--- src/rtl/dmem_pkg.sv ---
// Shared types for the MEM-stage data memory arbiter: FSM state and port identifiers.
package dmem_pkg;

    localparam int unsigned ADDR_W_DEF = 7;
    localparam int unsigned DATA_W_DEF = 32;

    typedef enum logic {
        ST_IDLE    = 1'b0,
        ST_RD_WAIT = 1'b1
    } state_e;

    typedef enum logic {
        PORT_P = 1'b0,
        PORT_D = 1'b1
    } port_e;

    function automatic port_e other_port(input port_e p);
        return (p == PORT_P) ? PORT_D : PORT_P;
    endfunction

endpackage

--- src/rtl/dmem_arb_pick.sv ---
// Combinational winner select between pipeline (P) and debug (D) requesters.
// DMEM_ARB_RR_EN selects round-robin on contention; otherwise P has fixed priority.
module dmem_arb_pick
    import dmem_pkg::*;
(
    input  logic  p_req,
    input  logic  d_req,
    input  port_e last,
    output logic  any_req,
    output port_e winner
);

`ifndef DMEM_ARB_RR_EN
    logic unused_last;
    assign unused_last = last;
`endif

    always_comb begin
        any_req = p_req | d_req;
        winner  = PORT_P;
        if (p_req && d_req) begin
`ifdef DMEM_ARB_RR_EN
            winner = other_port(last);
`else
            winner = PORT_P;
`endif
        end else if (d_req) begin
            winner = PORT_D;
        end
    end

endmodule

--- src/rtl/dmem_arbiter.sv ---
// Arbitrates the single-port data memory between the pipeline and debug ports.
// Contention policy set by DMEM_ARB_RR_EN (round-robin) or fixed P priority when undefined.
module dmem_arbiter
    import dmem_pkg::*;
#(
    parameter int unsigned ADDR_W = ADDR_W_DEF,
    parameter int unsigned DATA_W = DATA_W_DEF,
    parameter int unsigned RD_LAT = 1
) (
    input  logic              clk,
    input  logic              rst_n,

    input  logic              p_req,
    input  logic              p_we,
    input  logic [ADDR_W-1:0] p_addr,
    input  logic [DATA_W-1:0] p_wdata,
    output logic              p_gnt,
    output logic              p_rvalid,
    output logic [DATA_W-1:0] p_rdata,
    output logic              p_stall,

    input  logic              d_req,
    input  logic              d_we,
    input  logic [ADDR_W-1:0] d_addr,
    input  logic [DATA_W-1:0] d_wdata,
    output logic              d_gnt,
    output logic              d_rvalid,
    output logic [DATA_W-1:0] d_rdata,

    output logic              mem_we,
    output logic [ADDR_W-1:0] mem_addr,
    output logic [DATA_W-1:0] mem_wdata,
    input  logic [DATA_W-1:0] mem_rdata
);

    localparam int unsigned LAT_W = $clog2(RD_LAT + 1);

    state_e             state_q, state_d;
    port_e              owner_q, owner_d;
    port_e              last_q, last_d;
    logic [LAT_W-1:0]   lat_cnt_q, lat_cnt_d;
    logic [ADDR_W-1:0]  addr_q, addr_d;
    logic [DATA_W-1:0]  wdata_q, wdata_d;
    logic               p_rvalid_q, p_rvalid_d;
    logic               d_rvalid_q, d_rvalid_d;
    logic [DATA_W-1:0]  p_rdata_q, p_rdata_d;
    logic [DATA_W-1:0]  d_rdata_q, d_rdata_d;

    logic               any_req;
    port_e              winner;
    logic               grant;
    logic               win_we;
    logic [ADDR_W-1:0]  win_addr;
    logic [DATA_W-1:0]  win_wdata;

    dmem_arb_pick u_pick (
        .p_req   (p_req),
        .d_req   (d_req),
        .last    (last_q),
        .any_req (any_req),
        .winner  (winner)
    );

    // Grants are suppressed while reset is held so no access can leak out.
    always_comb begin
        grant     = rst_n && (state_q == ST_IDLE) && any_req;
        win_we    = (winner == PORT_D) ? d_we    : p_we;
        win_addr  = (winner == PORT_D) ? d_addr  : p_addr;
        win_wdata = (winner == PORT_D) ? d_wdata : p_wdata;

        p_gnt     = grant && (winner == PORT_P);
        d_gnt     = grant && (winner == PORT_D);
        p_stall   = p_req && !p_gnt;

        mem_we    = grant && win_we;
        mem_addr  = grant ? win_addr  : addr_q;
        mem_wdata = grant ? win_wdata : wdata_q;

        p_rvalid  = p_rvalid_q;
        d_rvalid  = d_rvalid_q;
        p_rdata   = p_rdata_q;
        d_rdata   = d_rdata_q;
    end

    always_comb begin
        state_d    = state_q;
        owner_d    = owner_q;
        last_d     = last_q;
        lat_cnt_d  = lat_cnt_q;
        addr_d     = mem_addr;
        wdata_d    = mem_wdata;
        p_rvalid_d = 1'b0;
        d_rvalid_d = 1'b0;
        p_rdata_d  = p_rdata_q;
        d_rdata_d  = d_rdata_q;

        case (state_q)
            ST_IDLE: begin
                if (grant) begin
                    last_d = winner;
                    if (!win_we) begin
                        owner_d   = winner;
                        lat_cnt_d = LAT_W'(RD_LAT);
                        state_d   = ST_RD_WAIT;
                    end
                end
            end
            ST_RD_WAIT: begin
                lat_cnt_d = lat_cnt_q - LAT_W'(1);
                // Memory output is valid during the last wait cycle; capture it here.
                if (lat_cnt_q == LAT_W'(1)) begin
                    state_d = ST_IDLE;
                    if (owner_q == PORT_D) begin
                        d_rdata_d  = mem_rdata;
                        d_rvalid_d = 1'b1;
                    end else begin
                        p_rdata_d  = mem_rdata;
                        p_rvalid_d = 1'b1;
                    end
                end
            end
            default: state_d = ST_IDLE;
        endcase
    end

    always_ff @(posedge clk or negedge rst_n) begin
        if (!rst_n) begin
            state_q    <= ST_IDLE;
            owner_q    <= PORT_P;
            last_q     <= PORT_D;
            lat_cnt_q  <= '0;
            addr_q     <= '0;
            wdata_q    <= '0;
            p_rvalid_q <= 1'b0;
            d_rvalid_q <= 1'b0;
            p_rdata_q  <= '0;
            d_rdata_q  <= '0;
        end else begin
            state_q    <= state_d;
            owner_q    <= owner_d;
            last_q     <= last_d;
            lat_cnt_q  <= lat_cnt_d;
            addr_q     <= addr_d;
            wdata_q    <= wdata_d;
            p_rvalid_q <= p_rvalid_d;
            d_rvalid_q <= d_rvalid_d;
            p_rdata_q  <= p_rdata_d;
            d_rdata_q  <= d_rdata_d;
        end
    end

endmodule
--- config.mk ---
export PLATFORM = sky130hd
export DESIGN_NAME = dmem_arbiter
export DESIGN_NICKNAME = d
export VERILOG_FILES = /design/src/rtl/dmem_pkg.sv /design/src/rtl/dmem_arb_pick.sv /design/src/rtl/dmem_arbiter.sv
export SDC_FILE = /design/constraint.sdc
export NUM_CORES = 1
export LEC_CHECK = 0
export BUFFER_PORTS_ARGS = -buffer_cell sky130_fd_sc_hd__buf_2
export CORE_MARGIN = 8
export CORE_UTILIZATION = 45
export DETAILED_ROUTE_END_ITERATION = 7
export PLACE_DENSITY = 0.8
export SYNTH_ARGS = -nofsm -noshare
export SYNTH_HDL_FRONTEND = slang
export SYNTH_SLANG_ARGS = --single-unit
--- constraint.sdc ---
create_clock -name clk -period 2.25 [get_ports clk]
set_input_delay 0.45 -clock clk [delete_from_list [all_inputs] [get_ports clk]]
set_output_delay 0.45 -clock clk [all_outputs]
set_load 0.05 [all_outputs]
# [Yosys cells after proc, flatten, opt, wreduce, memory -nomap -nowiden]
# Index checks and enable logic that the tools add are counted.
[word_totals] regBits=108 out_inout_bits=109 word_cells=49
[classes] addsub=1 n_eq_ne=2 mux=20 n_bitwise=5 n_reduce_logical=12
[op_table] op="$mux 32" n=2
[op_table] op="$mux 1" n=14
[op_table] op="$mux 7" n=2
[op_table] op="$reduce_and 3->1" n=3
[op_table] op="$logic_and 1x1->1" n=7
[op_table] op="$ne 2x2->1 const B" n=2
[op_table] op="$not 1->1" n=4
[op_table] op="$pmux 1 s2" n=2
[op_table] op="$reduce_and 2->1" n=1
[op_table] op="$logic_not 1->1" n=1
[op_table] op="$or 1x1->1" n=1
[op_table] op="$sub 1x1->1 const B" n=1

# [Logic depth before layout (Yosys ltp)]
# Gate-level depths: netlist of run 1.
[logic_depth] ltp_word=6 mapped_depth=6 ltp_nobuf=3

# [Modules after synthesis]
# A second synthesis of run 1 with hierarchy kept.
[hier_totals] hier_cells=334 area_unflattened_um2=4553.1
[by_module_without_submodules] module="dmem_arbiter" instances=1 cells_each=332 area_each_um2=4540.6 seq_area_each_um2=2728.9
[by_module_without_submodules] module="dmem_arb_pick" instances=1 cells_each=2 area_each_um2=12.5 seq_area_each_um2=0.0

# [Least setup slack after synthesis of run 1]
# No wires, ideal clock.
[synth_timing] path_type="reg-to-output" from="reg state_q" to="out mem_wdata[22]" arrival_time_ns=1.711 required_time_ns=1.800 path_slack_ns=0.089 path_stages_with_launch=7 n_path_buf=3 path_cell_list="dfrtp_1 buf_6 nor2b_4 and2_1 clkbuf_1 buf_2 a221o_1"
[synth_between] elab_chain_cells=4
[synth_lines] element="from (decl)" line="dmem_arbiter.sv:38" text="state_e state_q, state_d;"
[synth_lines] element="from (signal assigned)" line="dmem_arbiter.sv:139" text="state_q <= state_d;"
[synth_lines] element="$not 1->1 (no source line)"
[synth_lines] element="$logic_and 1x1->1 (2 in series)" line="dmem_arbiter.sv:66" text="grant = rst_n && (state_q == ST_IDLE) && any_req;"
[synth_lines] element="$mux 32" line="dmem_arbiter.sv:77" text="mem_wdata = grant ? win_wdata : wdata_q;"
[synth_lines] element="to (decl)" line="dmem_arbiter.sv:32" text="output logic [DATA_W-1:0] mem_wdata,"
# No other way between the ends.

# [Final worst setup path of run 1]
[layout_timing] from="reg state_q" to="out mem_wdata[18]"
# Same word-level chain as after synthesis.

==> results.md, run 1 <==
* CTS H-tree depth at 3
* Unique masters post-synth at 22
* Post-synthesis register bit count at 108
* Crit share post-route at 101%
* Routed Antenna Nets at 0
* CP Data Arrival Time at 1.81 ns
* CTS tree: built
* Die footprint at 13,100 sq um
* Largest cells by area after synthesis: dfrtp_1 62%, mux2_1 17%, a221o_1 9.0%
* Setup tns final at -0.0117 ns
* Via count at 3,447
* # diodes at 0
* R2r worst-path depth at 4
* Minimum clock period at 2.26 ns
* Flop pwr share at 31.5%
* Post-synthesis sequential area ratio at 62.1%
* Tightest Hold Check Type: in2async
* I/O pin cnt at 225
* RSZ-0062 raised after global routing: yes
* Cts bufs inserted at 9
* Max_cap viols at 0
* Worst path max stage delay at 0.45 ns
* Worst Setup Path Type: reg2out
* Vias in the first global route at 3,820
* Clock Pin Slew Worst Setup and Hold Paths at 0.10 ns
* Sink Count at 108
* Fin. max-slew vios at 0
* RePlAce Congestion at 0.799
* Total internal power at 5040 uW
* PwrDens at 1570 nW/um^2
* Root Driver: clkbuf_8
* Max VDD drop at 879 uV
* Starting density of the core at 45.4%
* Initial antenna violation count at 0
* Cell Area, Synth at 4350 sq um
* Remaining DRCs at 0
* Syn_area_per_cell at 14.8 sq um
* Drt wl/cell at 18.4 microns
* Max-slew headroom at 52.9%
* Layout Skew at 0.00670 ns
* Synthesized Nets at 410
* Starting DRT DRC Count at 147
* DRT Pass-1 Iters at 4
* DP HPWL at 9160 microns
* GRT overflow at 0
* Port Buffers at 224
* Die Width at 114 microns
* Leakage power at 0.00314 uW
* Clock latency on the worst-skew pair at 0.36 ns
* P_sw at 4870 uW
* Post-layout util at 65.6%
* Clock share of power at 14.2%
* Leading area contributor after synthesis: dfrtp_1
* Critical path's slowest cell: dfrtp_2
* Synth cell count leaders: 108 x dfrtp_1, 64 x mux2_1, 41 x and2_1
* Crit-path max FO at 20
* GR Util All Layers at 18.6%
* Core ar. at 9590 sq um
* Number of hold violations in the final report at 0
* Die height at 114 microns
* Via/cell ratio at 5.08
* CP Cell Sequence: and4bb_4 > buf_12 > and2_1 > a221o_1 > buf_6
* Post-synth EDFFs at 0
* Layout area overhead at 44.7%
* Synth top area share at 62.1%
* Place WS at 0.111 ns
* Async S/R FF share, synth at 100%
* Share of cells above drive strength 1 at 51.0%
* NumNets Final at 656
* Placed Cells at 651
* Cell count after synthesis at 294
* Setup ws final at -0.0117 ns
* Count leader, synth: dfrtp_1
* Req. time, crit path at 1.80 ns
* Share of total power in combinational logic at 54.3%
* Peak Freq at 0.442 GHz
* Final setup viols at 1
* Status: finished, violations left
* First-pass GRT wire length at 19,000 microns
* Sw Ratio at 49.1%
* Pin count of the biggest net entering global routing at 57
* Worst slew pin tran at 0.706 ns
* DRT Wirelength at 12,400 microns
* CP Launch Type: flop
* Ys flop type: dfrtp_1
* Synth Warn # at 0
* Worst hold slack at 0.0939 ns
* Crit end category: output port
* Failing checks: setup timing
* Post-route insts no fill at 678
* Row cnt at 36
* Clock buffer depth at 2
-- cell families after synthesis --
kind of cell / share of synthesized area (%)
AOI/OAI and AO/OA: 9.89
xor gates and xnor gates: 0.201
muxes: 16.6
and+or+nand+nor: 7.68
buffers and inverters: 3.57
DFF: 62.1
-- sequential cells by signal (all words and copies together) (netlist names) --
register   cells
owner_q        1
addr_q         7
state_q        1
p_rdata       32
d_rdata       32
d_rvalid       1
lat_cnt_q      1
wdata_q       32
p_rvalid       1
-- placed cells by master (no fill, tap or decap), drive strengths merged --
| master | synthesis | layout |
|---|---|---|
| nand3b | 2 | 2 |
| nand2b | 1 | 1 |
| inv | 4 | 6 |
| o21ai | 5 | 5 |
| mux2 | 64 | 64 |
| bufinv | 0 | 3 |
| and4bb | 1 | 1 |
| nor3b | 1 | 1 |
| nand2 | 2 | 2 |
| xnor2 | 1 | 1 |
| nor2b | 2 | 2 |
| a31oi | 1 | 1 |
| a221o | 39 | 39 |
| clkinvlp | 0 | 1 |
| a21oi | 1 | 1 |
| clkinv | 0 | 1 |
| and2 | 41 | 41 |
| buf | 17 | 255 |
| clkbuf | 3 | 9 |
| dfrtp | 108 | 108 |
| nand3 | 1 | 1 |
-- per-layer routing --
metal | wire [microns] | vias up | track usage (%)
met3 | 1410 | 17 | 7.59
met4 | 218 | 0 | 7.72
li1 | - | 1564 | -
met5 | 0 | - | 0
met2 | 5870 | 177 | 29.8
met1 | 4940 | 1689 | 21.6
-- power groups by stage --
stage,clock network (uW),registers (uW),logic [uW]
floorplan,0,5220,1620
global placement,0,3130,4970
detailed placement,0,3170,5060
CTS,1440,3130,5270
global route,1530,3230,5610
finish,1400,3130,5390
-- worst paths after layout --
| path | to | start | slack, ns |
|---|---|---|---|
| max in group asynchronous | p_rdata[16] | rst_n | 1.01 |
| worst max-delay path | mem_wdata[18] | state_q | -0.01 |
| min in group clk | d_rdata[12] | mem_rdata[12] | 0.31 |
| worst max register to register | d_rdata[5] | state_q | 0.50 |
| worst min register to register | p_rdata[29] | p_rdata[29] | 0.50 |
| worst min-delay path | wdata_q[5] | rst_n | 0.09 |
-- timing repair --
item                       CTS  global route
setup endpoints to repair   39            39
gates resized for setup     57            24
setup buffers                2             9
pin swaps                    1            32
hold buffers                 0             0
-- cell type report --
type / count / area [sq um]
Clock buffer: 9 / 124
Clock inverter: 7 / 120
Inverter: 4 / 15.0
Multi-Input combinational cell: 162 / 1500
Fill cell: 715 / 3300
Sequential cell: 108 / 2700
Tap cell: 133 / 166
Timing Repair Buffer: 255 / 1660
-- metrics by stage --
stage | instance area (sq um) | power (uW)
2_1_floorplan | 4350 | 6840
3_3_place_gp | 5720 | 8100
3_5_place_dp | 5720 | 8230
4_1_cts | 6140 | 9840
5_1_grt | 6300 | 10400
6_report | 6300 | 9920
-- critical path, delay by kind of cell (launching register included) --
| kind | cells | cell delay [ns] |
|---|---|---|
| simple gates | 2 | 0.51 |
| flops | 1 | 0.45 |
| compound gates | 1 | 0.17 |
| buf+inv | 2 | 0.33 |
Note: power is estimated with default switching activity, not from simulation.
==> run 2, diff against run 1 <==
--- a/config.mk
+++ b/config.mk
@@ -9,7 +9,9 @@
 export CORE_MARGIN = 8
 export CORE_UTILIZATION = 45
 export DETAILED_ROUTE_END_ITERATION = 7
+export GPL_TIMING_DRIVEN = 0
 export PLACE_DENSITY = 0.8
+export REMOVE_ABC_BUFFERS = 1
 export SYNTH_ARGS = -nofsm -noshare
 export SYNTH_HDL_FRONTEND = slang
 export SYNTH_SLANG_ARGS = --single-unit
==> run 2 against run 1 <==
The flow still finishes with violations (setup timing). Cell count fell by 0.29%. Wire length increased by 16%. Setup slack got worse by 0.031 ns. Fmax down 1.3%. Hold slack lost 0.060 ns. Non-clock buffer count is 13 lower. Design area up 1.3%. Count of clock-buffer cells in the layout is 1 higher. Sequential share of layout area shrank 0.55 points. First-iteration DRC count grew 13%. Critical path type unchanged. Largest cell class unchanged. Largest power group unchanged.
==> results.md, run 2 (synthesis results as in run 1) <==
* Vias in the first global route at 4,014 (+5.1%)
* Starting DRT DRC Count at 166 (+13%)
* DP HPWL at 9380 microns (+2.4%)
* Failing checks: setup timing
* Sink Count at 108 (unchanged)
* Remaining DRCs at 0 (unchanged)
* Crit-path max FO at 10 (-50%)
* Reg-to-reg endpoint: p_rdata[24]
* # fillers at 716 (+0.14%)
* Fin. max-slew vios at 0 (unchanged)
* Max-slew headroom at 29.2% (-24 points)
* Worst reg2reg setup slack at 0.49 ns (about the same)
* Pin count of the biggest net entering global routing at 33 (-42%)
* Worst hold slack at 0.0334 ns (-0.0605 ns)
* Peak Freq at 0.436 GHz (-1.3%)
* Die Width at 114 microns (unchanged)
* CTS tree: built
* Crit end category: output port
* Clock latency on the worst-skew pair at 0.35 ns (about the same)
* Setup ws final at -0.0425 ns (-0.0309 ns)
* Routed Antenna Nets at 0 (unchanged)
* Die footprint at 13,100 sq um (unchanged)
* PwrDens at 1500 nW/um^2 (-4.6%)
* Req. time, crit path at 1.80 ns (about the same)
* Layout area overhead at 46.5%
* R2r worst-path depth at 5 (+1)
* RSZ-0062 raised after global routing: yes
* Crit share post-route at 102% (+1.4 points)
* First-pass GRT wire length at 21,800 microns (+14%)
* Worst path max stage delay at 0.47 ns (+0.02 ns)
* I/O pin cnt at 225 (unchanged)
* Die height at 114 microns (unchanged)
* Leakage power at 0.00314 uW (about the same)
* Share of cells above drive strength 1 at 49.9% (-1.1 points)
* Row cnt at 36 (unchanged)
* Minimum clock period at 2.29 ns (+0.0309 ns)
* CTS H-tree depth at 3 (unchanged)
* Max VDD drop at 805 uV (-8.5%)
* Layout Skew at 0.0114 ns (+0.00467 ns)
* NumNets Final at 652 (-0.61%)
* Tightest Hold Check Type: in2async
* Commonest cells after routing, fill and taps aside: 183 x buf_2, 107 x dfrtp_1, 64 x mux2_1
* CP Data Arrival Time at 1.84 ns (+0.03 ns)
* Port Buffers at 224 (unchanged)
* Initial antenna violation count at 2 (+2)
* GR Util All Layers at 21.6% (+3.0 points)
* Drt wl/cell at 21.3 microns (+16%)
* Status: finished, violations left
* DRT Wirelength at 14,400 microns (+16%)
* Max_cap viols at 0 (unchanged)
* Starting density of the core at 45.4% (unchanged)
* Worst Setup Path Type: reg2out
* Sw Ratio at 50.9% (+1.8 points)
* P_sw at 4880 uW (+0.14%)
* Share of total power in combinational logic at 56.3% (+2.0 points)
* Clock Pin Slew Worst Setup and Hold Paths at 0.10 ns (about the same)
* Setup tns final at -0.778 ns (-0.766 ns)
* Most common cell after layout, fill and taps aside: buf_2
* Via/cell ratio at 5.33 (+4.7%)
* Placed cell areas at 5600 sq um (-2.0%)
* Final instance area at 6380 sq um (+1.3%)
* Worst slew pin tran at 1.06 ns (+0.353 ns)
* CP Launch Type: flop
* Flop pwr share at 32.6% (+1.1 points)
* R2R Path Start: state_q
* GRT overflow at 0 (unchanged)
* RePlAce Congestion at 0.779 (-2.4%)
* Core ar. at 9590 sq um (unchanged)
* Number of hold violations in the final report at 0 (unchanged)
* CP Cell Sequence: and4bb_2 > and2_1 > a221o_1 > buf_6
* Via count at 3,600 (+4.4%)
* Clock buffer depth at 2 (unchanged)
* Post-layout util at 66.5% (+0.85 points)
* Final setup viols at 37 (+36)
* Clock share of power at 11.1% (-3.1 points)
* DRT Pass-1 Iters at 4 (unchanged)
* Cts bufs inserted at 9 (unchanged)
* Root Driver: clkbuf_8
* Critical path's slowest cell: dfrtp_2
* Total internal power at 4700 uW (-6.8%)
run 2: final cells by class:
type | instances | area [sq um] | area share, %
flip-flops and latches | 108 | 2700 | 42.4
repair buffers | 242 | 1680 | 26.3
multi-input cells | 171 | 1630 | 25.5
well taps | 133 | 166 | 2.61
clock buffers | 10 | 138 | 2.16
clock inverters | 6 | 40.0 | 0.628
inverters | 4 | 15.0 | 0.235
diodes | 2 | 5.00 | 0.0785
run 2: power by group through the flow:
stage               clock network [uW]  logic [uW]  registers [uW]
finish                            1070        5390            3120
global route                      1180        5610            3220
CTS                               1110        5410            3120
detailed placement                   0        4970            3160
global placement                     0        4870            3090
floorplan                            0        1570            5220
run 2: worst max-delay path, delay by kind of cell, from the launching register on:
family                 cells  cell delay, ns
DFF                        1            0.47
AOI/OAI and AO/OA          1            0.30
and+or+nand+nor            2            0.55
buffers and inverters      1            0.17
run 2: what timing repair did:
action | CTS | global route
hold buffers | 1 | 2
pin swaps | 40 | 1
endpoints found under the hold margin | 22 | 8
setup buffers | 8 | 0
gates resized for setup | 94 | 0
endpoints found under the setup margin | 82 | 39
gates cloned | 11 | 1
run 2: stage by stage:
stage                     instances  worst slack (ns)  power (uW)
after floorplan                 274            -0.502        6790
after global placement          631             -2.62        7960
after detailed placement        635             -1.60        8130
after CTS                       671           -0.0272        9640
after global routing            676            -0.107       10000
final                           676           -0.0425        9580
run 2: how the worst max path moves through the flow:
stage,cells past startpoint,startpoint,to,slack (ns)
4_1_cts,5,state_q,mem_wdata[21],-0.03
3_3_place_gp,5,rst_n,mem_wdata[21],-2.62
6_report,4,state_q,mem_wdata[1],-0.04
2_1_floorplan,3,rst_n,mem_addr[0],-0.50
5_1_grt,5,state_q,mem_addr[6],-0.11
3_5_place_dp,6,rst_n,mem_wdata[21],-1.60
run 2: layer usage:
| layer | wire length (microns) | global-route usage (%) | part of all wire [%] | vias to the layer above |
|---|---|---|---|---|
| met2 | 7030 | 36.9 | 49 | 207 |
| li1 | - | - | - | 1581 |
| met1 | 5370 | 22.9 | 37 | 1780 |
| met5 | 0 | 0 | 0 | - |
| met3 | 1630 | 10.1 | 11 | 32 |
| met4 | 362 | 8.16 | 2.5 | 0 |
==> run 3, diff against run 2 <==
--- a/config.mk
+++ b/config.mk
@@ -12,6 +12,7 @@
 export GPL_TIMING_DRIVEN = 0
 export PLACE_DENSITY = 0.8
 export REMOVE_ABC_BUFFERS = 1
+export SETUP_SLACK_MARGIN = 0.3
 export SYNTH_ARGS = -nofsm -noshare
 export SYNTH_HDL_FRONTEND = slang
 export SYNTH_SLANG_ARGS = --single-unit
==> run 3 against run 2 <==
The run still ends with setup timing left. Critical path type unchanged. Largest cell class unchanged. Power grew 0.46%. Cell count grew 0.59%. Hold slack is essentially flat. Critical path depth grew 1.
==> results.md, run 3 (synthesis results as in run 1) <==
* Post-route insts no fill at 680 (+0.59%)
* Root Driver: clkbuf_8
* Initial antenna violation count at 2 (unchanged)
* Max_cap viols at 0 (unchanged)
* Worst reg2reg setup slack at 0.49 ns (about the same)
* Multi-input logic area at 1650 sq um (+1.3%)
* Via/cell ratio at 5.40 (+1.5%)
* Clock latency on the worst-skew pair at 0.36 ns (about the same)
* Crit-path max FO at 10 (unchanged)
* Pin count of the biggest net entering global routing at 33 (unchanged)
* Most crowded layer after global routing: met2
* Die footprint at 13,100 sq um (unchanged)
* Via count at 3,675 (+2.1%)
* Flop pwr share at 32.5% (about the same)
* Tightest Hold Check Type: in2async
* Share of total power in combinational logic at 56.4% (about the same)
* Leakage power at 0.00316 uW (+0.59%)
* Die Width at 114 microns (unchanged)
* Peak Freq at 0.432 GHz (-1.0%)
* Placed Cells at 635 (unchanged)
* Met2 Usage GRT at 37.3% (+0.39 points)
* Status: finished, violations left
* RSZ-0062 raised after global routing: yes
* Crit end category: output port
* Layout area overhead at 47.9%
* Number of hold violations in the final report at 0 (unchanged)
* RePlAce Congestion at 0.779 (unchanged)
* First-pass GRT wire length at 22,000 microns (+1.2%)
* GRT overflow at 0 (unchanged)
* Failing checks: setup timing
* Worst slew pin tran at 1.06 ns (-0.0000964 ns)
* CTS H-tree depth at 3 (unchanged)
* Layout Skew at 0.0122 ns (+0.000798 ns)
* Total internal power at 4720 uW (+0.46%)
* Die height at 114 microns (unchanged)
* Drt wl/cell at 21.8 microns (+2.5%)
* Row cnt at 36 (unchanged)
* CP Launch Type: flop
* Reg-to-reg endpoint: p_rdata[24]
* R2R Path Start: state_q
* Setup ws final at -0.0662 ns (-0.0236 ns)
* Crit share post-route at 103% (+1.0 points)
* NumNets Final at 656 (+0.61%)
* DP HPWL at 9380 microns (unchanged)
* Port Buffers at 224 (unchanged)
* Placed cell areas at 5600 sq um (unchanged)
* Max-slew headroom at 29.2% (about the same)
* Minimum clock period at 2.32 ns (+0.0236 ns)
* R2r worst-path depth at 5 (unchanged)
* Commonest cells after routing, fill and taps aside: 180 x buf_2, 107 x dfrtp_1, 64 x mux2_1
* Pwr Total at 9620 uW (+0.46%)
* P_sw at 4900 uW (+0.46%)
* Post-layout util at 67.1% (+0.61 points)
* Vias in the first global route at 4,041 (+0.67%)
* DRT Pass-1 Iters at 4 (unchanged)
* Starting density of the core at 45.4% (unchanged)
* Clock Pin Slew Worst Setup and Hold Paths at 0.10 ns (about the same)
* Cts bufs inserted at 9 (unchanged)
* I/O pin cnt at 225 (unchanged)
* Final instance area at 6440 sq um (+0.92%)
* Max VDD drop at 805 uV (about the same)
* # fillers at 701 (-2.1%)
* GR Util All Layers at 22.0% (+0.32 points)
* Core ar. at 9590 sq um (unchanged)
* Clock share of power at 11.1% (about the same)
* Place WS at -1.60 ns (unchanged)
* Remaining DRCs at 0 (unchanged)
* Final setup viols at 34 (-8.1%)
* PwrDens at 1500 nW/um^2 (-0.46%)
* CP Data Arrival Time at 1.87 ns (+0.03 ns)
* Reg area at 2700 sq um (unchanged)
* Met1 usage at 23.7% (+0.83 points)
* Most common cell after layout, fill and taps aside: buf_2
* Worst Setup Path Type: reg2out
* Sink Count at 108 (unchanged)
* Req. time, crit path at 1.80 ns (about the same)
* Routed Antenna Nets at 0 (unchanged)
* Share of cells above drive strength 1 at 50.3% (+0.37 points)
* DRT Wirelength at 14,800 microns (+3.1%)
* CTS tree: built
* Met3 usage in global routing at 9.44% (-0.63 points)
* Fin. max-slew vios at 0 (unchanged)
* Starting DRT DRC Count at 184 (+11%)
* Sw Ratio at 50.9% (about the same)
* Clock buffer depth at 2 (unchanged)
==> run 3: changes by cell type in the layout (fill, tap and decap cells not counted) <==
cell      previous run  this run
and4bb_2             1         0
and4bb_4             3         4
buf_4                8        11
buf_8                1         3
o21ai_2              0         2
buf_2              183       180
==> run 3: worst max-delay path by stage <==
| stage | startpoint | to | slack, ns |
|---|---|---|---|
| 6_report | state_q | mem_wdata[1] | -0.07 |
| 3_3_place_gp | rst_n | mem_wdata[21] | -2.62 |
| 5_1_grt | state_q | mem_wdata[17] | -0.12 |
| 2_1_floorplan | rst_n | mem_addr[0] | -0.50 |
| 3_5_place_dp | rst_n | mem_wdata[21] | -1.60 |
| 4_1_cts | state_q | mem_wdata[21] | -0.03 |
==> run 3: cell type report <==
class | instances | area share (%)
repair buffers | 244 | 26.7
clock inverters | 6 | 0.622
well taps | 133 | 2.59
inverters | 4 | 0.233
diodes | 2 | 0.0778
multi-input cells | 173 | 25.6
clock buffers | 10 | 2.14
flip-flops and latches | 108 | 42.0
==> run 3: timing repair <==
| item | 4_1_cts | 5_1_grt |
|---|---|---|
| pin swaps | 40 | 4 |
| setup buffers | 8 | 2 |
| setup endpoints to repair | 82 | 42 |
| hold buffers | 1 | 2 |
| cloned | 11 | 3 |
| resized for setup | 97 | 7 |
| endpoints found under the hold margin | 22 | 8 |
==> run 3: worst max-delay path: stages, from the launching register on <==
cell	delay, ns
dfrtp_2	0.49
nor2b_4	0.16
buf_12	0.15
o21ai_4	0.13
a221o_1	0.40
buf_6	0.17
==> run 3: per-stage QoR <==
| stage | setup TNS (ns) | hold WS [ns] |
|---|---|---|
| 2_1_floorplan | -28.33 | 0.154 |
| 3_3_place_gp | -253.15 | 0.469 |
| 3_5_place_dp | -99.41 | 0.475 |
| 4_1_cts | -0.543 | 0.00724 |
| 5_1_grt | -3.47 | 0.00230 |
| 6_report | -1.00 | 0.0330 |
==> run 3: power groups by stage <==
stage,clock network [uW],registers [uW],logic (uW)
global route,1180,3220,5640
CTS,1110,3120,5420
finish,1070,3120,5430
floorplan,0,5220,1570
detailed placement,0,3160,4970
global placement,0,3090,4870
==> run 3: metal layers <==
layer  share of wire, %  vias to the layer above
li1                   -                     1593
met1                 36                     1812
met2                 49                      236
met3                 12                       34
met4                2.9                        0
met5                  0                        -
